## src/rtl/bus_arbiter_ctrl_if.sv

```systemverilog
// Handshake and datapath-select bundle between the two bus masters and the arbiter.
// The master modport is the requesting side; the slave modport is the arbiter itself.
interface bus_arbiter_ctrl_if #(
  parameter int SLAVE_LEN  = 2,
  parameter int NUM_SLAVES = 3
);
  logic                  m1_request;
  logic                  m2_request;
  logic [SLAVE_LEN-1:0]  m1_slave_sel;
  logic [SLAVE_LEN-1:0]  m2_slave_sel;
  logic                  trans_done;
  logic                  m1_grant;
  logic                  m2_grant;
  logic                  arbiter_busy;
  logic                  bus_busy;
  logic                  master_sel;
  logic [NUM_SLAVES-1:0] slave_onehot;
  logic                  sel_error;
  logic                  timeout;

  modport master (
    output m1_request, m2_request, m1_slave_sel, m2_slave_sel, trans_done,
    input  m1_grant, m2_grant, arbiter_busy, bus_busy, master_sel,
           slave_onehot, sel_error, timeout
  );

  modport slave (
    input  m1_request, m2_request, m1_slave_sel, m2_slave_sel, trans_done,
    output m1_grant, m2_grant, arbiter_busy, bus_busy, master_sel,
           slave_onehot, sel_error, timeout
  );
endinterface

```

## src/rtl/bus_arbiter_ctrl.sv

```systemverilog
// Two-master / three-slave round-robin bus arbiter with registered grants and selects.
// Define TIMEOUT_EN to build the ACTIVE-state watchdog that revokes a stuck grant.
module bus_arbiter_ctrl #(
  parameter int SLAVE_LEN      = 2,
  parameter int NUM_SLAVES     = 3,
  parameter int TIMEOUT_CYCLES = 255
) (
  input logic               clk,
  input logic               rst,
  bus_arbiter_ctrl_if.slave bus
);

  typedef enum logic [1:0] {IDLE, SELECT, ACTIVE, RELEASE} state_t;

  state_t               state;
  logic [SLAVE_LEN-1:0] sel_slave;
  logic                 last_master;
  logic                 granted;

  logic                 winner;
  logic [SLAVE_LEN-1:0] winner_sel;
  logic                 winner_req;
  logic                 sel_invalid;
  logic                 expired;

  // On a tie the master that did not own the bus last time wins.
  assign winner      = (bus.m1_request && bus.m2_request) ? ~last_master : bus.m2_request;
  assign winner_sel  = winner ? bus.m2_slave_sel : bus.m1_slave_sel;
  assign winner_req  = bus.master_sel ? bus.m2_request : bus.m1_request;
  assign sel_invalid = 32'(sel_slave) >= 32'(NUM_SLAVES);

`ifdef TIMEOUT_EN
  localparam logic [15:0] TIMEOUT_LIMIT = 16'(TIMEOUT_CYCLES);
  logic [15:0] active_count;

  assign expired = !bus.trans_done && (active_count + 16'd1 == TIMEOUT_LIMIT);

  always_ff @(posedge clk) begin
    if (!rst || state != ACTIVE) begin
      active_count <= '0;
    end else begin
      active_count <= active_count + 16'd1;
    end
  end
`else
  assign expired = 1'b0;
`endif

  always_ff @(posedge clk) begin
    if (!rst) begin
      state            <= IDLE;
      sel_slave        <= '0;
      last_master      <= 1'b1;
      granted          <= 1'b0;
      bus.m1_grant     <= 1'b0;
      bus.m2_grant     <= 1'b0;
      bus.arbiter_busy <= 1'b0;
      bus.bus_busy     <= 1'b0;
      bus.master_sel   <= 1'b0;
      bus.slave_onehot <= '0;
      bus.sel_error    <= 1'b0;
      bus.timeout      <= 1'b0;
    end else begin
      bus.sel_error <= 1'b0;
      bus.timeout   <= 1'b0;
      case (state)
        IDLE: begin
          if (bus.m1_request || bus.m2_request) begin
            state            <= SELECT;
            bus.master_sel   <= winner;
            sel_slave        <= winner_sel;
            bus.arbiter_busy <= 1'b1;
            granted          <= 1'b0;
          end
        end
        SELECT: begin
          if (sel_invalid || !winner_req) begin
            state            <= RELEASE;
            bus.arbiter_busy <= 1'b0;
            bus.sel_error    <= sel_invalid;
          end else begin
            state            <= ACTIVE;
            granted          <= 1'b1;
            bus.m1_grant     <= ~bus.master_sel;
            bus.m2_grant     <= bus.master_sel;
            bus.bus_busy     <= 1'b1;
            bus.slave_onehot <= NUM_SLAVES'(1) << sel_slave;
          end
        end
        ACTIVE: begin
          if (bus.trans_done || expired) begin
            state            <= RELEASE;
            bus.m1_grant     <= 1'b0;
            bus.m2_grant     <= 1'b0;
            bus.bus_busy     <= 1'b0;
            bus.arbiter_busy <= 1'b0;
            bus.slave_onehot <= '0;
            bus.timeout      <= expired;
          end
        end
        RELEASE: begin
          // Round-robin history only advances when the bus was actually handed over.
          if (granted) begin
            last_master <= bus.master_sel;
          end
          granted        <= 1'b0;
          bus.master_sel <= 1'b0;
          state          <= IDLE;
        end
        default: state <= IDLE;
      endcase
    end
  end

endmodule

```

## src/flat_wrapper.sv

```systemverilog
// flat-port wrapper written by rule: the top's interface ports become plain ports
module bus_arbiter_ctrl_flat 
#(
  parameter int SLAVE_LEN      = 2,
  parameter int NUM_SLAVES     = 3,
  parameter int TIMEOUT_CYCLES = 255
)
  (clk, rst, bus_m1_request, bus_m2_request, bus_m1_slave_sel, bus_m2_slave_sel, bus_trans_done, bus_m1_grant, bus_m2_grant, bus_arbiter_busy, bus_bus_busy, bus_master_sel, bus_slave_onehot, bus_sel_error, bus_timeout);
  bus_arbiter_ctrl_if #(.SLAVE_LEN(SLAVE_LEN), .NUM_SLAVES(NUM_SLAVES)) bus_i ();
  input logic clk;
  input logic rst;
  input wire logic [$bits(bus_i.m1_request)-1:0] bus_m1_request;
  input wire logic [$bits(bus_i.m2_request)-1:0] bus_m2_request;
  input wire logic [$bits(bus_i.m1_slave_sel)-1:0] bus_m1_slave_sel;
  input wire logic [$bits(bus_i.m2_slave_sel)-1:0] bus_m2_slave_sel;
  input wire logic [$bits(bus_i.trans_done)-1:0] bus_trans_done;
  output wire logic [$bits(bus_i.m1_grant)-1:0] bus_m1_grant;
  output wire logic [$bits(bus_i.m2_grant)-1:0] bus_m2_grant;
  output wire logic [$bits(bus_i.arbiter_busy)-1:0] bus_arbiter_busy;
  output wire logic [$bits(bus_i.bus_busy)-1:0] bus_bus_busy;
  output wire logic [$bits(bus_i.master_sel)-1:0] bus_master_sel;
  output wire logic [$bits(bus_i.slave_onehot)-1:0] bus_slave_onehot;
  output wire logic [$bits(bus_i.sel_error)-1:0] bus_sel_error;
  output wire logic [$bits(bus_i.timeout)-1:0] bus_timeout;
  assign bus_i.m1_request = bus_m1_request;
  assign bus_i.m2_request = bus_m2_request;
  assign bus_i.m1_slave_sel = bus_m1_slave_sel;
  assign bus_i.m2_slave_sel = bus_m2_slave_sel;
  assign bus_i.trans_done = bus_trans_done;
  assign bus_m1_grant = bus_i.m1_grant;
  assign bus_m2_grant = bus_i.m2_grant;
  assign bus_arbiter_busy = bus_i.arbiter_busy;
  assign bus_bus_busy = bus_i.bus_busy;
  assign bus_master_sel = bus_i.master_sel;
  assign bus_slave_onehot = bus_i.slave_onehot;
  assign bus_sel_error = bus_i.sel_error;
  assign bus_timeout = bus_i.timeout;
  bus_arbiter_ctrl #(.SLAVE_LEN(SLAVE_LEN), .NUM_SLAVES(NUM_SLAVES), .TIMEOUT_CYCLES(TIMEOUT_CYCLES)) u_core (.clk(clk), .rst(rst), .bus(bus_i));
endmodule
```

## config.mk

```make
export PLATFORM = sky130hd
export DESIGN_NAME = bus_arbiter_ctrl_flat
export DESIGN_NICKNAME = d
export VERILOG_FILES = /design/src/rtl/bus_arbiter_ctrl_if.sv /design/src/rtl/bus_arbiter_ctrl.sv /design/src/flat_wrapper.sv
export SDC_FILE = /design/constraint.sdc
export NUM_CORES = 1
export LEC_CHECK = 0
export CORE_ASPECT_RATIO = 1.1
export CORE_MARGIN = 5
export CORE_UTILIZATION = 45
export CTS_BUF_LIST = sky130_fd_sc_hd__clkbuf_8
export CTS_CLUSTER_DIAMETER = 150
export DETAILED_ROUTE_END_ITERATION = 10
export PLACE_DENSITY_LB_ADDON = 0.12
export SYNTH_ARGS = -nofsm -noshare
export SYNTH_HDL_FRONTEND = slang
export SYNTH_SLANG_ARGS = --single-unit
```

## constraint.sdc

```tcl
create_clock -name clk -period 3.2 [get_ports clk]
set_input_delay 0.64 -clock clk [delete_from_list [all_inputs] [get_ports clk]]
set_output_delay 0.64 -clock clk [all_outputs]
set_load 0.05 [all_outputs]
```

==> flow_summary.yaml, run 1 <==
setup_path:
  start_kind: "flip-flop"
  rr_startpoint: "u_core.state[0]$_SDFFE_PN0P_"
  path_max_fanout: 5
  rr_worst_depth: 6
  worstPathCellList: "clkdlybuf4s50_1"
  crit_family: "buffers and inverters"
  startpoint: "u_core.bus.master_sel$_SDFFE_PN0P_"
  critPathSlowestCell: "clkdlybuf4s50_1"
  required_ns: 2.56
  crit_cells: 1
  cp-end-kind: "primary output"
  critical_path_class: "flip-flop to primary output"
  cp.arrival_ns: 1.52
  timing.critical_path.buf_inv: 1
  slowest_delay_ns: 0.84
final_layout:
  area_growth_pct: 28.5
  fin_nets: 118
  most-common-layout-cells: "clkdlybuf4s50_1 (17), dfxtp_1 (15), a21oi_1 (9)"
  design_area_um2: 1000
  num_antenna_cells: 0
  num-fill-cells: 140
  postLayoutCoreUtil_pct: 62.2
  mostFrequentLayoutCell: "clkdlybuf4s50_1"
  layout-drive-gt1-share_pct: 10.7
global_routing:
  grt_use_total_pct: 13.8
  grt_max_degree: 10
  first_global_vias: 626
  antenna_found_initial: 0
  grt_overflow: 0
  grt_pass1_wl_um: 2810
place:
  io_buffers: 17
  post-dp-hpwl_um: 1310
  place_area_um2: 957
  routabilityCongestion: 0.876
clock_network:
  clk_latency_ns: 0.25
  path_clk_slew_ns: 0.06
  cts_root_buf: "clkbuf_8"
  cts_buffers: 3
  cts_max_level: 1
  cts_buffer_depth: 2
  cts-resized-gates: 0
  post-cts-setup-buffers: 0
  hold_buffers: 0
  numClockSinks: 15
  cts_tree: "done"
power_and_ir_drop:
  power_density_nw_per_um2: 827
  pwr-share-seq_pct: 33.4
  total_leakage_power_nw: 0.416
  worst_ir_drop_vdd_mv: 0.494
  p_sw_share_pct: 43.0
  switchingPower_w: 0.000357
  p_int_w: 0.000474
  power.clock.fraction_pct: 18.5
  p_comb_share_pct: 48.1
min_path:
  hold_path_class: "flip-flop to flip-flop"
  hold_start: "u_core.bus.slave_onehot[0]$_SDFFE_PN0P_"
  hold_depth: 1
synth:
  ys_ff_latch: 15
  async_flop_share_pct: 0
  synth_top_area_cell: "dfxtp_1"
  syn_nets: 98
  ys_types: 32
  yosysWarnings: 0
  synth_area_um2: 781
  post-synth-top-area-fraction_pct: 38.5
  ys.flop_type: "dfxtp_1"
  synth_seq_area_share_pct: 38.5
  synth-edff-count: 0
  synthCells: 84
  syn_avg_cell_area_um2: 9.29
  synthTopCellsByArea: "dfxtp_1 (38%), ha_1 (8.0%), a21oi_1 (5.8%)"
route:
  firstDrtPassIters: 4
  drt_iter0_drc: 13
  num_vias: 678
  drc: 0
  wire_per_inst_um: 14.2
  via_per_inst: 5.65
  antenna_left: 0
  routed_wl_um: 1710
outcome:
  outcome: "completed"
timing:
  relSlewSlack_pct: 65.0
  worstMarginPinSlew_ns: 0.523
  finalMaxSlewViolations: 0
  final_hold_viol_count: 0
  finalSetupViolCount: 0
  min_period_ns: 2.16
  timing.fmax_mhz: 462
  fin_skew_ns: 0.00357
  fin_crit_sh_pct: 67.6
  rsz0062_at_grt: "false"
  tns_ns: 0
floorplan:
  die_height_um: 53.7
  rows: 15
  core_um2: 1610
  dieWidth_um: 49.7
  initial_core_util_pct: 48.4
  die_area_um2: 2670
  io_pins: 19
flow_run:
  drv_cap: 0
## registers in the layout, indices dropped and copies added, names as in the netlist
name,flops
u_core.bus.m1_grant,1
u_core.bus.bus_busy,1
u_core.bus.master_sel,1
u_core.bus.sel_error,1
u_core.sel_slave,2
u_core.last_master,1
u_core.bus.arbiter_busy,1
u_core.bus.m2_grant,1
u_core.granted,1
u_core.state,2
u_core.bus.slave_onehot,3
## cell type report
cell class | count | area, µm² | share of cell area [%]
clock buffer | 3 | 41.3 | 4.11
multi-input combinational | 61 | 443 | 44.1
tap | 17 | 21.3 | 2.12
timing repair buffer | 17 | 170 | 17.0
sequential | 15 | 300 | 29.9
clock inverter | 1 | 5.00 | 0.499
inverter | 6 | 22.5 | 2.24
## metal layers
layer | track usage (%) | vias up | wire [µm]
met3 | 3.88 | 5 | 130
met4 | 5.24 | 0 | 29
met5 | 0 | - | 0
met1 | 17.7 | 313 | 739
met2 | 22.0 | 25 | 808
li1 | - | 335 | -
## cell families after synthesis
kind of cell | after synthesis | share of synthesized area [%]
mux | 4 | 5.77
flops | 15 | 38.5
other cells | 1 | 0.480
fa+ha+maj | 5 | 8.01
simple gates | 23 | 18.4
compound gates | 28 | 24.0
buf+inv | 8 | 4.81
## cell usage after synthesis (2+ instances only)
cell type,instances
o21ai_0,6
mux2i_1,3
nor3_1,4
a21o_1,2
o2bb2ai_1,2
nand2_1,4
ha_1,5
nor2_1,6
a21oi_1,9
inv_1,6
nand3b_1,2
dfxtp_1,15
## worst paths after layout
kind	endpoint	slack, ns
worst max-delay path	bus_master_sel	1.04
worst min-delay path	u_core.bus.slave_onehot[0]$_SDFFE_PN0P_	0.46
worst max register to register	u_core.bus.slave_onehot[2]$_SDFFE_PN0P_	1.58
worst min register to register	u_core.bus.slave_onehot[0]$_SDFFE_PN0P_	0.46
## metrics by stage
stage	cells	power [W]	hold slack, ns	worst slack (ns)
2_1_floorplan	84	0.000570	0.471	1.65
3_3_place_gp	116	0.000672	0.441	1.16
3_5_place_dp	116	0.000676	0.444	1.16
4_1_cts	120	0.000830	0.459	1.03
5_1_grt	120	0.000889	0.485	0.995
6_report	120	0.000830	0.456	1.04
## power by group through the flow
stage	combinational [W]	sequential, W	clock [W]
after floorplan	0.000230	0.000341	0
after detailed placement	0.000395	0.000281	0
after global placement	0.000393	0.000279	0
after global routing	0.000437	0.000284	0.000167
final	0.000399	0.000278	0.000154
after CTS	0.000399	0.000277	0.000154
(Power assumes the default switching activity.)
==> run 2, diff against run 1 <==
==> constraint.sdc (replaced) <==
create_clock -name clk -period 2 [get_ports clk]
set_input_delay 0.4 -clock clk [delete_from_list [all_inputs] [get_ports clk]]
set_output_delay 0.4 -clock clk [all_outputs]
set_load 0.05 [all_outputs]
==> run 2 against run 1 <==
Total power up 61%. Hold slack worse by 0.0019 ns. Routed wire length up 2.2%. Register-to-register slack worse by 1.3 ns. Clock power up 61%. Setup slack worse by 0.84 ns. Sequential power up 60%. Final cell count up 0.83%. Non-clock buffer count up 1. Critical path type unchanged.
==> flow_summary.yaml, run 2 (synthesis results as in run 1) <==
setup_path:
  required_ns: 1.60
  crit_family: "buffers and inverters"
  critPathSlowestCell: "clkdlybuf4s50_1"
  cp.arrival_ns: 1.41
  slowest_delay_ns: 0.81
  start_kind: "flip-flop"
  cp-end-kind: "primary output"
  timing.critical_path.buf_inv: 1
  worstPathCellList: "clkdlybuf4s50_1"
  critical_path_class: "flip-flop to primary output"
  path_max_fanout: 3
  regToRegSetupSlack_ns: 0.30
route:
  drt_iter0_drc: 18
  num_vias: 682
  wire_per_inst_um: 14.4
  antenna_left: 0
  routed_wl_um: 1750
  drc: 0
  firstDrtPassIters: 4
  via_per_inst: 5.64
timing:
  fin_skew_ns: 0.00165
  finalMaxSlewViolations: 0
  worstMarginPinSlew_ns: 0.516
  hold_ws_ns: 0.454
  relSlewSlack_pct: 65.5
  tns_ns: 0
  rsz0062_at_grt: "false"
  final_hold_viol_count: 0
  timing.fmax_mhz: 554
  min_period_ns: 1.81
  fin_crit_sh_pct: 90.3
  finalSetupViolCount: 0
global_routing:
  grt_overflow: 0
  antenna_found_initial: 0
  first_global_vias: 669
  grt_max_degree: 10
  grt_use_total_pct: 15.0
  grt_pass1_wl_um: 3080
floorplan:
  io_pins: 19
  initial_core_util_pct: 48.4
  dieWidth_um: 49.7
  die_height_um: 53.7
  core_um2: 1610
  die_area_um2: 2670
  rows: 15
clock_network:
  cts-resized-gates: 0
  post-cts-setup-buffers: 0
  hold_buffers: 0
  clk_latency_ns: 0.25
  cts_root_buf: "clkbuf_8"
  cts_buffer_depth: 2
  cts_max_level: 1
  numClockSinks: 15
  cts_buffers: 3
  path_clk_slew_ns: 0.06
  cts_tree: "done"
place:
  routabilityCongestion: 0.824
  post-dp-hpwl_um: 1340
  io_buffers: 17
power_and_ir_drop:
  total_leakage_power_nw: 0.423
  worst_ir_drop_vdd_mv: 0.682
  power_density_nw_per_um2: 1330
final_layout:
  most-common-layout-cells: "clkdlybuf4s50_1 (16), dfxtp_1 (15), a21oi_1 (9)"
  num-fill-cells: 137
  layout-drive-gt1-share_pct: 12.5
  largest_register: "u_core.bus.slave_onehot"
  area_growth_pct: 29.2
  largest_reg_flops: 3
  multi_input_area_um2: 443
  mostFrequentLayoutCell: "clkdlybuf4s50_1"
  fin_nets: 119
  num_antenna_cells: 0
  reg_top3: "u_core.bus.slave_onehot x3, u_core.sel_slave x2, u_core.state x2"
  register_area_um2: 300
flow_run:
  drv_cap: 0
outcome:
  outcome: "completed"
min_path:
  hold_path_class: "flip-flop to flip-flop"
==> run 2: cell count changes in the layout (fill, tap and decap cells not counted) <==
cell	previous run	this run
clkdlybuf4s50_1	17	16
buf_4	0	2
==> run 2: power by group <==
part	leakage (nW)	internal (W)	switching (W)
logic	0.274	0.000245	0.000401
registers	0.123	0.000375	0.0000709
clock network	0.0255	0.000138	0.000111
==> run 2: path summary, 6_finish.rpt <==
check / endpoint / startpoint / cells after the start
hold reg to reg: u_core.bus.slave_onehot[2]$_SDFFE_PN0P_ / u_core.bus.slave_onehot[2]$_SDFFE_PN0P_ / 1
setup / recovery: bus_bus_busy / u_core.bus.bus_busy$_SDFFE_PN0P_ / 1
hold / removal: u_core.bus.slave_onehot[2]$_SDFFE_PN0P_ / u_core.bus.slave_onehot[2]$_SDFFE_PN0P_ / 1
setup reg to reg: u_core.bus.arbiter_busy$_SDFFE_PN0P_ / u_core.state[0]$_SDFFE_PN0P_ / 6
==> run 2: per-layer routing <==
metal	track usage, %	vias to the layer above	share of wire, %
met5	0	-	0
met4	6.55	0	0.52
met3	4.71	2	4.8
met2	23.3	18	47
met1	19.2	320	47
li1	-	342	-
==> run 2: cell type report <==
type / instances / share of cell area [%]
flip-flops and latches: 15 / 29.8
repair buffers: 18 / 17.4
multi-input cells: 61 / 43.9
inverters: 6 / 2.23
well taps: 17 / 2.11
clock buffers: 3 / 4.09
clock inverters: 1 / 0.496
==> run 2: stage by stage <==
step                power, W  worst slack [ns]  instances  cell area, µm²  util (%)
finish               0.00134             0.193        121            1010      62.5
global route         0.00145             0.142        121            1010      62.5
CTS                  0.00134             0.183        121            1010      62.5
detailed placement   0.00109             0.218        117             962      59.6
global placement     0.00108             0.253        117             962      59.6
floorplan           0.000912             0.451         84             781         -
